[config.mk]
export PLATFORM = sky130hd
export DESIGN_NAME = alu_arbiter
export DESIGN_NICKNAME = d
export VERILOG_FILES = /design/src/rtl/alu_arbiter.sv
export SDC_FILE = /design/constraint.sdc
export NUM_CORES = 1
export LEC_CHECK = 0
export CORE_MARGIN = 2
export CORE_UTILIZATION = 42
export DETAILED_ROUTE_END_ITERATION = 8
export PLACE_DENSITY = 0.91
export SLEW_MARGIN = 20
export SYNTH_ARGS = -nofsm -noshare
export SYNTH_HDL_FRONTEND = slang
export SYNTH_SLANG_ARGS = --single-unit
[constraint.sdc]
create_clock -name clk_i -period 2.9 [get_ports clk_i]
set_clock_uncertainty 0.15 [all_clocks]
set_input_delay 0.725 -clock clk_i [delete_from_list [all_inputs] [get_ports clk_i]]
set_output_delay 0.725 -clock clk_i [all_outputs]
set_load 0.005 [all_outputs]
[src/rtl/alu_arbiter.sv]
// Round-robin arbiter/sequencer granting two requesters access to the shared ALU.
// Accept -> one-cycle EXEC -> RESP held until the granted requester consumes it.
module alu_arbiter #(
  parameter int WIDTH = 8,
  parameter int OPW   = 3
) (
  input  logic             clk_i,
  input  logic             rst_i,
  input  logic             req0_valid_i,
  output logic             req0_ready_o,
  input  logic [WIDTH-1:0] req0_rs_i,
  input  logic [WIDTH-1:0] req0_rt_i,
  input  logic [OPW-1:0]   req0_opcode_i,
  input  logic             req1_valid_i,
  output logic             req1_ready_o,
  input  logic [WIDTH-1:0] req1_rs_i,
  input  logic [WIDTH-1:0] req1_rt_i,
  input  logic [OPW-1:0]   req1_opcode_i,
  output logic             resp0_valid_o,
  input  logic             resp0_ready_i,
  output logic             resp1_valid_o,
  input  logic             resp1_ready_i,
  output logic [WIDTH-1:0] resp_result_o,
  output logic             resp_zero_o,
  output logic [WIDTH-1:0] alu_rs_o,
  output logic [WIDTH-1:0] alu_rt_o,
  output logic [OPW-1:0]   alu_opcode_o,
  input  logic [WIDTH-1:0] alu_result_i,
  input  logic             alu_zero_i,
  output logic             busy_o
);

  typedef enum logic [1:0] {
    IDLE = 2'd0,
    EXEC = 2'd1,
    RESP = 2'd2
  } state_t;

  state_t           state;
  logic             last_grant;
  logic             grant;
  logic             win;
  logic             accept;
  logic             resp_done;
  logic [WIDTH-1:0] rs_q;
  logic [WIDTH-1:0] rt_q;
  logic [OPW-1:0]   op_q;
  logic [WIDTH-1:0] result_q;
  logic             zero_q;

  // On a tie the requester that did not win last time goes next.
  always_comb begin
    win = 1'b0;
    if (req0_valid_i && req1_valid_i) begin
      win = ~last_grant;
    end else if (req1_valid_i) begin
      win = 1'b1;
    end
    accept    = (state == IDLE) && (req0_valid_i || req1_valid_i);
    resp_done = (state == RESP) && (grant ? resp1_ready_i : resp0_ready_i);
  end

  always_ff @(posedge clk_i) begin
    if (rst_i) begin
      state      <= IDLE;
      last_grant <= 1'b1;
      grant      <= 1'b0;
      rs_q       <= '0;
      rt_q       <= '0;
      op_q       <= '0;
      result_q   <= '0;
      zero_q     <= 1'b0;
    end else begin
      case (state)
        IDLE: begin
          if (accept) begin
            rs_q       <= win ? req1_rs_i     : req0_rs_i;
            rt_q       <= win ? req1_rt_i     : req0_rt_i;
            op_q       <= win ? req1_opcode_i : req0_opcode_i;
            grant      <= win;
            last_grant <= win;
            state      <= EXEC;
          end
        end
        EXEC: begin
          result_q <= alu_result_i;
          zero_q   <= alu_zero_i;
          state    <= RESP;
        end
        RESP: begin
          if (resp_done) begin
            state <= IDLE;
          end
        end
        default: state <= IDLE;
      endcase
    end
  end

  assign req0_ready_o  = accept && !win;
  assign req1_ready_o  = accept && win;
  assign resp0_valid_o = (state == RESP) && !grant;
  assign resp1_valid_o = (state == RESP) && grant;
  assign resp_result_o = result_q;
  assign resp_zero_o   = zero_q;
  assign busy_o        = (state != IDLE);

  // Operand registers are only exposed while an operation is in flight.
  assign alu_rs_o     = busy_o ? rs_q : '0;
  assign alu_rt_o     = busy_o ? rt_q : '0;
  assign alu_opcode_o = busy_o ? op_q : '0;

endmodule

==> results.toml, run 1 <==
[detailed_routing]
wl_per_cell_um = 12.6
met1Wirelength_um = 1590
via_per_inst = 5.05
vias = 1645
drc = 0
ant_nets = 0
dr.pass1.iters = 4
wl_um = 4100
wl_met2_um = 2110
wl_met3_um = 298
initialDrtViolationCount = 81
top_layer_used = "met4"

[clocking]
h-tree-depth = 2
cts_tree = "yes"
cts_buffer_depth = 2
cts_sinks = 32
cts_buffers = 5
root_buffer = "clkbuf_8"
clkLatencyLatePin_ps = 280
cts.clk_slew.worst_paths_ps = 70
hold_buffers = 0

[synth]
synth.area.top_cells = "dfxtp_1 40%, nand2_1 14%, a21oi_1 9.5%, a311oi_2 9.5%, and2_1 7.5%"
synth-adder-area-share_pct = 0
yosysTopAreaCell = "dfxtp_1"
synth-compound-area-share_pct = 26.2
ys.flop_type = "dfxtp_1"
synth_top_area_share_pct = 40.5
synth_top_family_by_area = "simple AND/OR/NAND/NOR gates"
synth-simple-area-share_pct = 26.2
async_reset_ff_share_pct = 0
synth.distinct_cells = 27
synth_nets = 245
syn_area_mm2 = 0.00158
ys_seq_area_share_pct = 40.5
synth-xor-area-share_pct = 0
syn_inst = 192
yosys_warnings = 0
synth_edf_count = 0
ys_seq_elements = 32
synthMuxAreaShare_pct = 0.632
syn_avg_cell_area_um2 = 8.24

[power_and_ir_drop]
p_clk_share_pct = 32.7
p_comb_share_pct = 27.1
p_sw_share_pct = 26.8
p_leak_nw = 0.987
power_frac_seq_pct = 40.2
intPower_w = 0.000938
power_density_mw_per_mm2 = 496
p_sw_w = 0.000343
ir_drop_v = 0.000300
power_w = 0.00128

[placement]
gp_congestion = 0.773
io_buffer_count = 85
dp_hpwl_um = 2970
dp_slack_ps = -94.4

[worst_setup_path]
cp.arrival_ps = 1880
worstSetupEndpointType = "output port"
critPathMaxFanout = 4
path_class = "input port to output port"
start_kind = "input port"
reg2reg_depth = 4
required_ps = 2030

[layout]
layout-drive-gt1-share_pct = 11.5
final_nets = 330
final_util_pct = 71.0
fillers = 302
antenna_cells = 0
area_delta_synth_final_pct = 63.1

[timing]
slew_headroom_pct = 58.6
setup_viol = 0
fmax_mhz = 362
final.setup.worst_slack_ps = 141
finalSetupTns_ps = 0
min_period_ps = 2760
rsz0062_at_grt = "false"
worstMarginPinSlew_ps = 619
post-route-period-util_pct = 95.1
hold_viol = 0
drv_slew = 0

[status]
outcome = "completed"

[global_routing]
grt_start_max_net_pins = 23
track_usage_pct = 21.0
grt_pass1_wl_um = 7020
grt_pass1_vias = 1605
antenna_found_initial = 0
grt_overflow = 0

[flow_run]
maxCapViolations = 0

[floorplan]
start_util_pct = 43.6
die_area_mm2 = 0.00428
rows = 22
die_w_um = 65.4
ios = 86
die_y_um = 65.4
coreArea_mm2 = 0.00363

[worst_hold_path]
holdPathStages = 2
hold_path.class = "flip-flop to flip-flop"
-- area by class of cell --
| class | count | area, µm² | share of cell area, % |
|---|---|---|---|
| Sequential cell | 32 | 641 | 24.8 |
| Timing Repair Buffer | 94 | 915 | 35.4 |
| Clock buffer | 5 | 68.8 | 2.67 |
| Inverter | 2 | 7.51 | 0.291 |
| Multi-Input combinational cell | 142 | 847 | 32.8 |
| Clock inverter | 3 | 42.5 | 1.65 |
| Tap cell | 48 | 60.1 | 2.33 |
-- power groups by stage --
stage	clock network, W	logic (W)	registers (W)
finish	0.000419	0.000347	0.000515
floorplan	0	0.000186	0.000517
global placement	0	0.000345	0.000521
global route	0.000444	0.000384	0.000520
detailed placement	0	0.000350	0.000523
CTS	0.000427	0.000351	0.000514
-- final timing paths --
kind                      end  slack, ps        startpoint
min reg2reg  resp_result_o[3]        300  resp_result_o[3]
max reg2reg           rs_q[4]       1090          state[0]
max              req0_ready_o        140      req1_valid_i
min          resp_result_o[3]        300  resp_result_o[3]
-- metrics by stage --
stage	instance area, µm²	std cells	hold WS (ps)
after floorplan	1580	192	303
after global placement	2460	317	291
after detailed placement	2460	317	299
after CTS	2580	326	309
after global routing	2580	326	335
final	2580	326	304
-- worst max-delay path, stage by stage --
cell	delay (ps)
clkdlybuf4s50_1	510
a21boi_4	210
buf_4	130
nor2_1	30
dlygate4sd2_1	270
-- placed cells by master (no fill, tap or decap), drive strengths merged --
cell type / netlist / routed
clkinvlp: 0 / 1
dlygate4sd2: 0 / 3
and3b: 1 / 1
a21oi: 30 / 30
nor2b: 1 / 1
bufinv: 0 / 1
o21ai: 1 / 1
nand2: 58 / 58
a21boi: 1 / 1
mux2i: 1 / 1
nand3b: 1 / 1
inv: 2 / 2
clkdlybuf4s50: 0 / 82
and2: 19 / 19
a311oi: 19 / 19
clkinv: 0 / 1
clkbuf: 3 / 5
nor3b: 1 / 1
a21bo: 1 / 1
a211o: 1 / 1
nor2: 5 / 5
buf: 13 / 9
or2: 1 / 1
dfxtp: 32 / 32
nand2b: 1 / 1
-- metal layers --
layer,global-route usage [%],up-vias
li1,-,828
met1,23.3,749
met2,36.9,60
met3,7.19,8
met4,8.33,0
met5,0,-
-- sequential cells by signal, indices dropped and copies added, names as in the netlist --
name	count
grant	1
last_grant	1
op_q	3
resp_result_o	8
resp_zero_o	1
rs_q	8
rt_q	8
state	2
-- cell families (layout without fill, tap and decap cells) --
kind of cell	Yosys count	count (layout)
mux	1	1
buf+inv	18	104
flops	32	32
compound gates	53	53
simple gates	88	88
-- what timing repair did --
item,4_1_cts,5_1_grt
setup endpoints to repair,2,0
setup buffers,1,0
resized for setup,4,0
-- cells in the mapped netlist, types with 2 or more instances --
master / instances
a21oi_1: 30
a311oi_1: 9
a311oi_2: 10
and2_1: 19
buf_2: 7
buf_4: 3
buf_6: 2
clkbuf_1: 3
dfxtp_1: 32
nand2_1: 57
nor2_1: 3
nor2_4: 2
No activity file was read; power rests on OpenSTA's default activity.
==> inputs of run 2 (changes only) <==
Settings changed: CORE_UTILIZATION 42 to 43, CTS_BUF_LIST set to sky130_fd_sc_hd__clkbuf_8, PLACE_DENSITY 0.91 to 0.93.
==> run 2 against run 1 <==
  * Setup slack got worse by 13 ps
  * Final area rose by 0.34%
  * Core utilization rose by 0.79 points
  * Clock power rose by 1%
  * Routed wire length rose by 1.5%
  * Via count rose by 0.18%
  * Sequential share of layout area fell by 0.084 points
  * Power rose by 0.58%
  * Register-to-register slack got worse by 150 ps
  * Combinational power rose by 1%
  * Count of clock-buffer cells in the layout did not move
  * Critical path type is now flip-flop to output port
  * Critical endpoint is now alu_rt_o[3]
  * Largest cell class unchanged
  * Largest power group unchanged
  * Highest routed layer unchanged
==> results.toml, run 2 (synthesis gave the netlist of run 1 again) <==
[status]
outcome = "completed"

[floorplan]
die_y_um = 64.7
ios = 86
rows = 22
die_w_um = 64.7
die_area_mm2 = 0.00418
start_util_pct = 43.9
coreArea_mm2 = 0.00361

[clocking]
h-tree-depth = 2
cts_tree = "yes"
root_buffer = "clkbuf_8"
cts_buffer_depth = 2
post_cts_resize_count = 3
clkLatencyLatePin_ps = 280
post_cts_buffers = 0
cts.clk_slew.worst_paths_ps = 70
cts_buffers = 5
cts_sinks = 32
hold_buffers = 0

[detailed_routing]
vias = 1648
ant_nets = 0
initialDrtViolationCount = 85
via_per_inst = 5.04
dr.pass1.iters = 4
drc = 0
wl_um = 4170
wl_per_cell_um = 12.7

[placement]
gp_congestion = 0.765
dp_slack_ps = -95.8
dp_hpwl_um = 3080
place_inst = 319
io_buffer_count = 85

[worst_setup_path]
crit_path_max_incr_delay_ps = 450
cp.arrival_ps = 1900
path_class = "flip-flop to output port"
crit_buf_inv = 2
regToRegSetupSlack_ps = 940
r2r_end = "rt_q[6]"
critPathMaxFanout = 22
start_kind = "flip-flop"
reg2reg_depth = 4
slowest_stage = "clkdlybuf4s50_1"
required_ps = 2030
path_cells = "nor2_4 > inv_2 > and2_1 > clkdlybuf4s50_1"
path_depth = 4
worstSetupEndpointType = "output port"
cp_top_family = "buffers and inverters"
timing.rr.start = "state[0]"

[worst_hold_path]
hold_start = "resp_result_o[6]"
holdPathStages = 2
hold_path.class = "flip-flop to flip-flop"
holdPathEnd = "resp_result_o[6]"

[timing]
worstMarginPinSlew_ps = 575
setup_viol = 0
drv_slew = 0
fmax_mhz = 361
final.setup.worst_slack_ps = 128
slew_headroom_pct = 61.7
min_period_ps = 2770
finalSetupTns_ps = 0
post-route-period-util_pct = 95.6
rsz0062_at_grt = "false"
whs_ps = 307
hold_viol = 0

[power_and_ir_drop]
ir_drop_v = 0.000304
power_density_mw_per_mm2 = 498
p_leak_nw = 0.992

[layout]
antenna_cells = 0
fillers = 293
final_util_pct = 71.8
area_delta_synth_final_pct = 63.6
final_nets = 331
multi_input_area_um2 = 847
final_common_cell = "clkdlybuf4s50_1"
layout_common_cells = "83 x clkdlybuf4s50_1, 57 x nand2_1, 32 x dfxtp_1, 30 x a21oi_1, 19 x and2_1"
stdcell_count = 327
layout-drive-gt1-share_pct = 11.8
regArea_um2 = 641

[global_routing]
grt_overflow = 0
grt_start_max_net_pins = 23
grt_pass1_wl_um = 6790
track_usage_pct = 21.1
grt_pass1_vias = 1583
antenna_found_initial = 0

[flow_run]
maxCapViolations = 0
## run 2: cell types whose count changed in the layout (fill, tap and decap cells not counted), sizes merged
| cell | change |
|---|---|
| dlygate4sd2 | -1 |
| buf | +1 |
| clkdlybuf4s50 | +1 |
## run 2: tightest hold or removal path: cells and delay by family, from the launching register on
kind	cells	cell delay, ps
flip-flops	1	310
AND/OR/NAND/NOR	1	50
AO/OA/AOI/OAI	1	50
## run 2: stage by stage
| step | total power, W | area [µm²] |
|---|---|---|
| 2_1_floorplan | 0.000703 | 1580 |
| 3_3_place_gp | 0.000868 | 2470 |
| 3_5_place_dp | 0.000878 | 2470 |
| 4_1_cts | 0.00130 | 2590 |
| 5_1_grt | 0.00136 | 2590 |
| 6_report | 0.00129 | 2590 |
## run 2: worst max-delay path by stage
| stage | start | end |
|---|---|---|
| final | state[0] | alu_rt_o[3] |
| after detailed placement | req0_valid_i | req0_ready_o |
| after global placement | req0_valid_i | req0_ready_o |
| after global routing | state[0] | alu_rt_o[2] |
| after floorplan | req1_valid_i | req0_ready_o |
| after CTS | state[0] | alu_rt_o[3] |
## run 2: per-layer routing
| layer | routed length (µm) | global-route usage (%) |
|---|---|---|
| met2 | 2130 | 38.0 |
| met4 | 102 | 8.51 |
| met3 | 219 | 7.81 |
| met1 | 1720 | 22.0 |
| met5 | 0 | 0 |
## run 2: layout make-up
type                            instances  area share [%]
Inverter                                2           0.290
Clock buffer                            5            2.66
Tap cell                               48            2.32
Clock inverter                          3            1.64
Sequential cell                        32            24.7
Multi-Input combinational cell        142            32.7
Timing Repair Buffer                   95            35.7
## run 2: power breakdown
group,switching [W],internal (W),leakage (nW)
Clock,0.000169,0.000254,0.0541
Combinational,0.000153,0.000199,0.673
Sequential,0.0000261,0.000487,0.265
